--- config.mk ---
export PLATFORM = sky130hd
export DESIGN_NAME = phase_seq_ctrl_flat
export DESIGN_NICKNAME = d
export VERILOG_FILES = /design/src/rtl/phase_seq_pkg.sv /design/src/rtl/phase_seq_ctrl_if.sv /design/src/rtl/phase_seq_ctrl_dwell_counter.sv /design/src/rtl/phase_seq_ctrl.sv /design/src/flat_wrapper.sv
export SDC_FILE = /design/constraint.sdc
export NUM_CORES = 1
export LEC_CHECK = 0
export ABC_AREA = 1
export CORE_MARGIN = 2
export CORE_UTILIZATION = 49
export CTS_CLUSTER_DIAMETER = 60
export DETAILED_ROUTE_END_ITERATION = 10
export PLACE_DENSITY = 0.87
export SLEW_MARGIN = 20
export SYNTH_ARGS = -nofsm -noshare
export SYNTH_HDL_FRONTEND = slang
export SYNTH_SLANG_ARGS = --single-unit
export TNS_END_PERCENT = 1
--- constraint.sdc ---
create_clock -name clk -period 1.6 [get_ports clk]
set_clock_uncertainty 0.05 [all_clocks]
set_input_delay 0.48 -clock clk [delete_from_list [all_inputs] [get_ports clk]]
set_output_delay 0.48 -clock clk [all_outputs]
set_load 0.01 [all_outputs]
--- src/rtl/phase_seq_pkg.sv ---
// Shared constants and types for the phase sequencer and the phase-driven datapath.
// The clamp helper keeps a programmed last phase inside the legal phase range.
package phase_seq_pkg;

  localparam int W_PHASE  = 3;
  localparam int N_PHASES = 6;
  localparam int W_DWELL  = 8;

  typedef enum logic [1:0] {
    S_IDLE,
    S_RUN,
    S_PAUSE
  } seq_state_t;

  function automatic logic [W_PHASE-1:0] clamp_last(input logic [W_PHASE-1:0] last);
    if (last > W_PHASE'(N_PHASES - 1)) begin
      return W_PHASE'(N_PHASES - 1);
    end
    return last;
  endfunction

endpackage

--- src/rtl/phase_seq_ctrl_if.sv ---
// Control/status bundle between host logic (master) and the phase sequencer (slave).
interface phase_seq_ctrl_if;
  import phase_seq_pkg::*;

  logic               start;
  logic               stop;
  logic               pause;
  logic               loop_mode;
  logic [W_PHASE-1:0] cfg_last;
  logic [W_DWELL-1:0] cfg_dwell;
  logic [W_PHASE-1:0] phase;
  logic               phase_valid;
  logic               step;
  logic               wrap;
  logic               done;
  logic               busy;

  modport master (
    output start, stop, pause, loop_mode, cfg_last, cfg_dwell,
    input  phase, phase_valid, step, wrap, done, busy
  );

  modport slave (
    input  start, stop, pause, loop_mode, cfg_last, cfg_dwell,
    output phase, phase_valid, step, wrap, done, busy
  );

endinterface

--- src/rtl/phase_seq_ctrl_dwell_counter.sv ---
// Loadable down counter that saturates at zero; zero flag is derived from the registered count.
module dwell_counter
  import phase_seq_pkg::*;
#(
  parameter int W = W_DWELL
) (
  input  logic         clk,
  input  logic         rst,
  input  logic         load,
  input  logic         en,
  input  logic [W-1:0] value,
  output logic         zero
);

  logic [W-1:0] cnt;

  always_ff @(posedge clk) begin
    if (!rst) begin
      cnt <= '0;
    end else if (load) begin
      cnt <= value;
    end else if (en && (cnt != '0)) begin
      cnt <= cnt - W'(1);
    end
  end

  assign zero = (cnt == '0);

endmodule

--- src/rtl/phase_seq_ctrl.sv ---
// Phase sequencer: steps phase 0..last with a programmable dwell, one-shot or looping.
// Start/stop are pulses, pause is a level; every output is registered (1-cycle latency).
module phase_seq_ctrl
  import phase_seq_pkg::*;
(
  input  logic             clk,
  input  logic             rst,
  phase_seq_ctrl_if.slave  ctl
);

  seq_state_t         state, nxt_state;
  logic [W_PHASE-1:0] phase_q, nxt_phase;
  logic [W_PHASE-1:0] last_r;
  logic               loop_r;
  logic [W_DWELL-1:0] dwell_r;
  logic               step_q, nxt_step;
  logic               wrap_q, nxt_wrap;
  logic               done_q, nxt_done;
  logic               busy_q, nxt_busy;
  logic               take_cfg;
  logic               cnt_load;
  logic               cnt_en;
  logic               cnt_zero;
  logic [W_DWELL-1:0] cnt_load_val;

  dwell_counter #(.W(W_DWELL)) u_dwell (
    .clk   (clk),
    .rst   (rst),
    .load  (cnt_load),
    .en    (cnt_en),
    .value (cnt_load_val),
    .zero  (cnt_zero)
  );

  // The first dwell comes straight from the config port; later ones from the latched copy.
  assign cnt_load_val = (state == S_IDLE) ? ctl.cfg_dwell : dwell_r;

  always_comb begin
    nxt_state = state;
    nxt_phase = phase_q;
    nxt_step  = 1'b0;
    nxt_wrap  = 1'b0;
    nxt_done  = 1'b0;
    take_cfg  = 1'b0;
    cnt_load  = 1'b0;
    cnt_en    = 1'b0;
    case (state)
      S_IDLE: begin
        if (ctl.start && !ctl.stop) begin
          nxt_state = S_RUN;
          nxt_phase = '0;
          take_cfg  = 1'b1;
          cnt_load  = 1'b1;
        end
      end
      S_RUN: begin
        if (ctl.stop) begin
          nxt_state = S_IDLE;
          nxt_phase = '0;
          nxt_done  = 1'b1;
        end else if (ctl.pause) begin
          nxt_state = S_PAUSE;
        end else if (!cnt_zero) begin
          cnt_en = 1'b1;
        end else if (phase_q < last_r) begin
          nxt_phase = phase_q + W_PHASE'(1);
          nxt_step  = 1'b1;
          cnt_load  = 1'b1;
        end else if (loop_r) begin
          nxt_phase = '0;
          nxt_step  = 1'b1;
          nxt_wrap  = 1'b1;
          cnt_load  = 1'b1;
        end else begin
          nxt_state = S_IDLE;
          nxt_phase = '0;
          nxt_done  = 1'b1;
        end
      end
      S_PAUSE: begin
        if (ctl.stop) begin
          nxt_state = S_IDLE;
          nxt_phase = '0;
          nxt_done  = 1'b1;
        end else if (!ctl.pause) begin
          nxt_state = S_RUN;
        end
      end
      default: begin
        nxt_state = S_IDLE;
        nxt_phase = '0;
      end
    endcase
    nxt_busy = (nxt_state != S_IDLE);
  end

  always_ff @(posedge clk) begin
    if (!rst) begin
      state   <= S_IDLE;
      phase_q <= '0;
      last_r  <= '0;
      loop_r  <= 1'b0;
      dwell_r <= '0;
      step_q  <= 1'b0;
      wrap_q  <= 1'b0;
      done_q  <= 1'b0;
      busy_q  <= 1'b0;
    end else begin
      state   <= nxt_state;
      phase_q <= nxt_phase;
      step_q  <= nxt_step;
      wrap_q  <= nxt_wrap;
      done_q  <= nxt_done;
      busy_q  <= nxt_busy;
      if (take_cfg) begin
        last_r  <= clamp_last(ctl.cfg_last);
        loop_r  <= ctl.loop_mode;
        dwell_r <= ctl.cfg_dwell;
      end
    end
  end

  assign ctl.phase       = phase_q;
  assign ctl.phase_valid = busy_q;
  assign ctl.step        = step_q;
  assign ctl.wrap        = wrap_q;
  assign ctl.done        = done_q;
  assign ctl.busy        = busy_q;

endmodule

--- src/flat_wrapper.sv ---
// flat-port wrapper written by rule: the top's interface ports become plain ports
module phase_seq_ctrl_flat import phase_seq_pkg::*;
  (clk, rst, ctl_start, ctl_stop, ctl_pause, ctl_loop_mode, ctl_cfg_last, ctl_cfg_dwell, ctl_phase, ctl_phase_valid, ctl_step, ctl_wrap, ctl_done, ctl_busy);
  phase_seq_ctrl_if ctl_i ();
  input  logic clk;
  input  logic rst;
  input wire logic [$bits(ctl_i.start)-1:0] ctl_start;
  input wire logic [$bits(ctl_i.stop)-1:0] ctl_stop;
  input wire logic [$bits(ctl_i.pause)-1:0] ctl_pause;
  input wire logic [$bits(ctl_i.loop_mode)-1:0] ctl_loop_mode;
  input wire logic [$bits(ctl_i.cfg_last)-1:0] ctl_cfg_last;
  input wire logic [$bits(ctl_i.cfg_dwell)-1:0] ctl_cfg_dwell;
  output wire logic [$bits(ctl_i.phase)-1:0] ctl_phase;
  output wire logic [$bits(ctl_i.phase_valid)-1:0] ctl_phase_valid;
  output wire logic [$bits(ctl_i.step)-1:0] ctl_step;
  output wire logic [$bits(ctl_i.wrap)-1:0] ctl_wrap;
  output wire logic [$bits(ctl_i.done)-1:0] ctl_done;
  output wire logic [$bits(ctl_i.busy)-1:0] ctl_busy;
  assign ctl_i.start = ctl_start;
  assign ctl_i.stop = ctl_stop;
  assign ctl_i.pause = ctl_pause;
  assign ctl_i.loop_mode = ctl_loop_mode;
  assign ctl_i.cfg_last = ctl_cfg_last;
  assign ctl_i.cfg_dwell = ctl_cfg_dwell;
  assign ctl_phase = ctl_i.phase;
  assign ctl_phase_valid = ctl_i.phase_valid;
  assign ctl_step = ctl_i.step;
  assign ctl_wrap = ctl_i.wrap;
  assign ctl_done = ctl_i.done;
  assign ctl_busy = ctl_i.busy;
  phase_seq_ctrl u_core (.clk(clk), .rst(rst), .ctl(ctl_i));
endmodule
* Word-level counts from Yosys, hierarchy flattened *
Cells that the tools add are included.

word-level totals
  input port bits = 17
  logic and storage cells = 77
  bits in registers = 29
  output and inout port bits = 8

operators by class
  reductions and logical operators = 11
  mux-type cells = 43
  $lt $le $gt $ge = 2
  $add $sub $neg = 2
  bitwise operators = 3
  equality and inequality tests = 6

operator list
  operator               count
  $mux W3                8
  $mux W8                3
  $mux W1                20
  $mux W2                8
  $pmux W3 S3            1
  $logic_not A8 Y1       1
  $reduce_bool A8 Y1     1
  $sub A8 B1 Y8 const B  1
  $pmux W2 S3            1
  $reduce_or A6 Y1       1
  $ne A2 B2 Y1 const B   2
  $pmux W1 S2            2
  $reduce_and A4 Y1      1
  $reduce_bool A2 Y1     2
  $add A3 B1 Y3 const B  1
  $gt A3 B3 Y1 const B   1
  $lt A3 B3 Y1           1
  $ne A3 B2 Y1 const B   1
  $ne A3 B3 Y1 const B   1
  $not A1 Y1             3
  $eq A2 B1 Y1 const B   1
  $eq A2 B2 Y1 const B   1
  $logic_and A1 B1 Y1    2
  $logic_not A2 Y1       1
  other kinds (2)        2

* Logic depth before layout (Yosys ltp) *
  depth in word-level cells = 8
  gate-level depth with buffers = 13
  gate-level depth less buffers = 13

* Cells and area by module *
A second synthesis with hierarchy kept.

unflattened totals
  cells, all modules = 269
  area, all modules = 1747.9 µm²

by module, submodules not included
  module          cells an instance  instances  area an instance (µm²)  sequential area each (µm²)
  phase_seq_ctrl  165                1          1147.4                  420.4
  dwell_counter   104                1          600.6                   160.2

* Worst setup path after synthesis *
Ideal clock, no wire load.

  kind = register to register
  from = register u_core.phase_q[2], in the netlist u_core.ctl.phase[2]
  to = register u_core.u_dwell.cnt[1]
  data arrival time = 1.471 ns
  cell stages (with the launch flop) = 10
  setup slack = -0.052 ns
  library setup time = 0.131 ns
  buffers on the path = 0
  data required time = 1.419 ns
  period minus slack after synthesis = 1.652 ns
  cells stage by stage = dfxtp_1 > ha_1 > a21oi_1 > nand2_1 > a21oi_1 > nand2_2 > nand3_1 > nor2_1 > nor2_1 > nor2_1

on the way
  longest elaborated chain between the ends = 7
  elaborated cells between the ends (all ways) = 8
  those cells by class = order compare (1); mux (6); reduce/logical (1)

RTL lines
  item                                           RTL line                            source
  start: declaration                             phase_seq_ctrl.sv:12                logic [W_PHASE-1:0] phase_q, nxt_phase;
  start signal: assignment                       phase_seq_ctrl.sv:110               phase_q <= nxt_phase;
  $lt A3 B3 Y1 *                                 phase_seq_ctrl.sv:65                end else if (phase_q < last_r) begin
  $mux W1 *                                      phase_seq_ctrl.sv:65
  $mux W1 *                                      phase_seq_ctrl.sv:63                end else if (!cnt_zero) begin
  $mux W1 *                                      phase_seq_ctrl.sv:61                end else if (ctl.pause) begin
  $mux W1 *                                      phase_seq_ctrl.sv:57                if (ctl.stop) begin
  $pmux W1 S2 *                                  phase_seq_ctrl.sv:47                case (state)
  $mux W8 or $reduce_bool A2 Y1 (tied branches)  -
  end signal: assignment                         phase_seq_ctrl_dwell_counter.sv:21  cnt <= value;
  end signal: assignment                         phase_seq_ctrl_dwell_counter.sv:23  cnt <= cnt - W'(1);
  end: declaration                               phase_seq_ctrl_dwell_counter.sv:15  logic [W-1:0] cnt;

Every way passes the cells marked *; elsewhere a longest branch is shown, timed or not.
A chain may end at the register's enable or synchronous reset.

* Worst setup path in the final report *
  from = register u_core.last_r[2]
  to = register u_core.u_dwell.cnt[3]

on the way
  longest elaborated chain between the ends = 7
  elaborated cells between the ends (all ways) = 8
  those cells by class = order compare (1); mux (6); reduce/logical (1)

RTL lines
  item                                           RTL line               source
  start: declaration                             phase_seq_ctrl.sv:13   logic [W_PHASE-1:0] last_r;
  start signal: assignment                       phase_seq_ctrl.sv:116  last_r <= clamp_last(ctl.cfg_last);
  $lt A3 B3 Y1 *                                 phase_seq_ctrl.sv:65
  $mux W1 *                                      phase_seq_ctrl.sv:65
  $mux W1 *                                      phase_seq_ctrl.sv:63
  $mux W1 *                                      phase_seq_ctrl.sv:61
  $mux W1 *                                      phase_seq_ctrl.sv:57
  $pmux W1 S2 *                                  phase_seq_ctrl.sv:47
  $mux W8 or $reduce_bool A2 Y1 (tied branches)  -

Marked as above.

==> metrics.md <==
| Metric | Value |
|---|---|
| Status | `finished, violations left` |
| Violated checks | `setup timing` |
| Height of the die | `63.34 um` |
| Grt met3 use | `5.179%` |
| Worst hold path type | `flop to flop` |
| Detailed Place HPWL | `3280 um` |
| Inserted Clock Buffers | `5` |
| Final WS setup | `-0.1685 ns` |
| Setup-failing EPs final | `14` |
| CP startpoint kind | `flop` |
| Worst EP required | `1.80 ns` |
| Overflow after GRT | `0` |
| Layout cells sized above 1 | `32.39%` |
| Row count | `21` |
| IO Port Bufs | `24` |
| Unrepaired setup endpoints after global routing | `yes` |
| Synthesis-stage register bit count | `29` |
| CTS tree | `done` |
| Antenna violations before repair | `0` |
| Starting density of the core | `51.30%` |
| CP startpoint | `u_core.last_r[2]` |
| H-tree levels | `2` |
| Slew at the pin closest to its max-slew limit | `0.3260 ns` |
| Final Hold Fails | `0` |
| Syn Area/Cell | `6.793 um2` |
| Pwr dens | `874.1 mW/mm2` |
| Leakage | `1.180 nW` |
| Wire per inst | `13.69 um` |
| Number of DRC markers in iteration 0 | `72` |
| Worst r2r dst | `u_core.u_dwell.cnt[3]` |
| Area added between synthesis and finish | `43.51%` |
| Drt drc | `0` |
| Post-route insts no fill | `364` |
| Worst skew pair latency | `0.35 ns` |
| Total GRT Usage | `24.59%` |
| I/O Pins | `25` |
| RR Startpoint | `u_core.last_r[2]` |
| Worst slew margin | `78.10%` |
| Clock Tree Buf Depth | `2` |
| Fillcell total | `256` |
| IR drop worst, VDD | `0.6021 mV` |
| Ant. Diodes | `0` |
| Crit path to | `u_core.u_dwell.cnt[3]` |
| CP arrival | `1.96 ns` |
| Core Region | `0.003363 mm2` |
| Critical Path Fanout Max | `4` |
| Tot Pwr | `0.002164 W` |
| Mapped Cells | `254` |
| Netlist cell types | `28` |
| Final ANT Viol Nets | `0` |
| Root Driver | `clkbuf_4` |
| Largest net degree at the start of global routing | `14` |
| Max_cap viols | `0` |
| R2R depth | `14` |
| Fin crit share | `110.5%` |
| First-pass GRT wire length | `7797 um` |
| Layout net count | `343` |
| Routed via count | `1884` |
| Clock sinks | `29` |
| Ys Warns | `0` |
| Global-route met2 utilization | `43.42%` |
| 1st-pass router iterations | `5` |
| Vias/cell | `5.176` |
| CP Capture Type | `flop` |
| Fin. max-slew vios | `0` |
| Hold_ws | `0.4046 ns` |
| DIE AREA | `0.004012 mm2` |
| Drt total wl | `4984 um` |
| Fin util | `73.62%` |
| Part of the Yosys area used for sequential elements | `33.65%` |
| Crit Path Category | `flop to flop` |
| Tmin final | `1.768 ns` |
| Grt met1 use | `27.22%` |
| Syn Nets | `280` |
| Synthesized area | `0.001725 mm2` |
| Clk slew on worst S/H paths | `0.10 ns` |
| Grt peak-use layer | `met2` |
| Vias in the first global route | `1865` |
| Fmax | `0.5655 GHz` |
| Placer congestion estimate | `0.9220` |
| Register-to-Register Setup Slack | `-0.17 ns` |
| Die span in x | `63.34 um` |
| Dpl cells | `351` |
[routing by layer]
| metal | share of wire (%) | up-vias |
|---|---|---|
| met5 | 0 | - |
| met4 | 4.0 | 0 |
| met3 | 5.7 | 18 |
| met2 | 51 | 75 |
| met1 | 40 | 864 |
| li1 | - | 927 |
[timing repair]
item,in CTS,in global routing
pin swaps,3,13
hold buffers,0,0
gates cloned,0,1
endpoints found under the setup margin,22,25
buffers inserted,0,4
resized for setup,23,29
[sequential cells by signal, summed over array words and instances, names as in the netlist]
register            flops
u_core.last_r           3
u_core.u_dwell.cnt      8
u_core.ctl.done         1
u_core.dwell_r          8
u_core.ctl.phase        3
u_core.loop_r           1
u_core.ctl.step         1
u_core.ctl.busy         1
u_core.ctl.wrap         1
u_core.state            2
[cells in the mapped netlist]
cell type  instances  area [um2]
o2111ai_1          1       8.760
inv_2              3       11.26
inv_4              1       6.260
a21oi_2            4       35.03
nand3_2            1       10.01
o21ai_0           15       75.07
nand2_2            3       18.77
inv_1             34       127.6
dfxtp_1           29       580.6
nor2_4             4       45.04
buf_2              3       15.01
nor2_1            28       105.1
clkbuf_2           1       5.000
nand2_1           60       225.2
a211oi_2           1       12.51
ha_1               9       112.6
a21oi_1           18       90.09
mux2i_1            3       30.03
nor2_2             5       31.28
xnor2_1            1       8.760
nand3_1           15       75.07
a31oi_1            2       12.51
nor3_1             5       25.02
buf_4              1       7.510
nand4_1            1       6.260
clkbuf_1           2       7.510
xor2_1             3       26.28
nand2_4            1       11.26
[critical path, cell delays in order (launching register included)]
cell,delay (ns)
dfxtp_2,0.34
inv_2,0.05
ha_4,0.27
nand2_2,0.05
inv_2,0.05
nand2_2,0.08
nand2_4,0.09
nand2_2,0.05
nand2_2,0.08
nor2_2,0.04
nor2_2,0.17
buf_4,0.17
nand2_1,0.05
nand2_1,0.07
a21oi_2,0.06
[where the power goes]
group | internal [W] | switching (W)
Combinational | 0.000313 | 0.000392
Clock | 0.000373 | 0.000276
Sequential | 0.000776 | 0.0000355
[kinds of logic (layout without fill, tap and decap cells)]
family	after synthesis	after routing	synth area share [%]
AOI/OAI and AO/OA	41	41	13.56
xor gates and xnor gates	4	4	2.031
adders and majority gates	9	9	6.527
buffers and inverters	45	109	10.44
DFF	29	29	33.65
muxes	3	3	1.740
and+or+nand+nor	123	123	32.05
[final cells by class]
cell class / instances / area (um2) / share of cell area (%)
repair buffers: 63 / 536.8 / 21.68
multi-input cells: 180 / 1062 / 42.90
well taps: 46 / 57.56 / 2.324
clock inverters: 1 / 30.03 / 1.213
flip-flops and latches: 29 / 586.8 / 23.70
inverters: 38 / 147.6 / 5.963
clock buffers: 7 / 55.05 / 2.223
[layout by cell type, fill, tap and decap left out, drive strengths merged]
| cell | instances |
|---|---|
| a31oi | 2 |
| o2111ai | 1 |
| nand4 | 1 |
| nand2 | 64 |
| nor2 | 37 |
| clkdlybuf4s15 | 1 |
| nor3 | 5 |
| dlygate4sd2 | 6 |
| buf | 39 |
| clkdlybuf4s50 | 16 |
| a21oi | 22 |
| xnor2 | 1 |
| clkbuf | 8 |
| inv | 38 |
| o21ai | 15 |
| nand3 | 16 |
| xor2 | 3 |
| a211oi | 1 |
| mux2i | 3 |
| bufinv | 1 |
| ha | 9 |
| dfxtp | 29 |
[worst min path at each step]
stage	endpoint	from	cells past startpoint	slack, ns
6_report	u_core.dwell_r[5]	u_core.dwell_r[5]	2	0.40
5_1_grt	u_core.dwell_r[5]	u_core.dwell_r[5]	2	0.43
3_5_place_dp	u_core.dwell_r[1]	u_core.dwell_r[1]	2	0.40
3_3_place_gp	u_core.dwell_r[2]	u_core.dwell_r[2]	2	0.38
4_1_cts	u_core.dwell_r[5]	u_core.dwell_r[5]	2	0.41
2_1_floorplan	u_core.dwell_r[0]	u_core.dwell_r[0]	2	0.37
[metrics by stage]
| stage | cell area [um2] | setup slack, ns | TNS (ns) |
|---|---|---|---|
| detailed placement | 2261 | -0.4883 | -9.055 |
| global route | 2476 | -0.2612 | -2.766 |
| floorplan | 1730 | -0.006066 | -0.02065 |
| global placement | 2261 | -0.4196 | -8.066 |
| finish | 2476 | -0.1685 | -1.262 |
| CTS | 2385 | -0.06281 | -0.2224 |
Note: power is estimated with default switching activity, not from simulation.
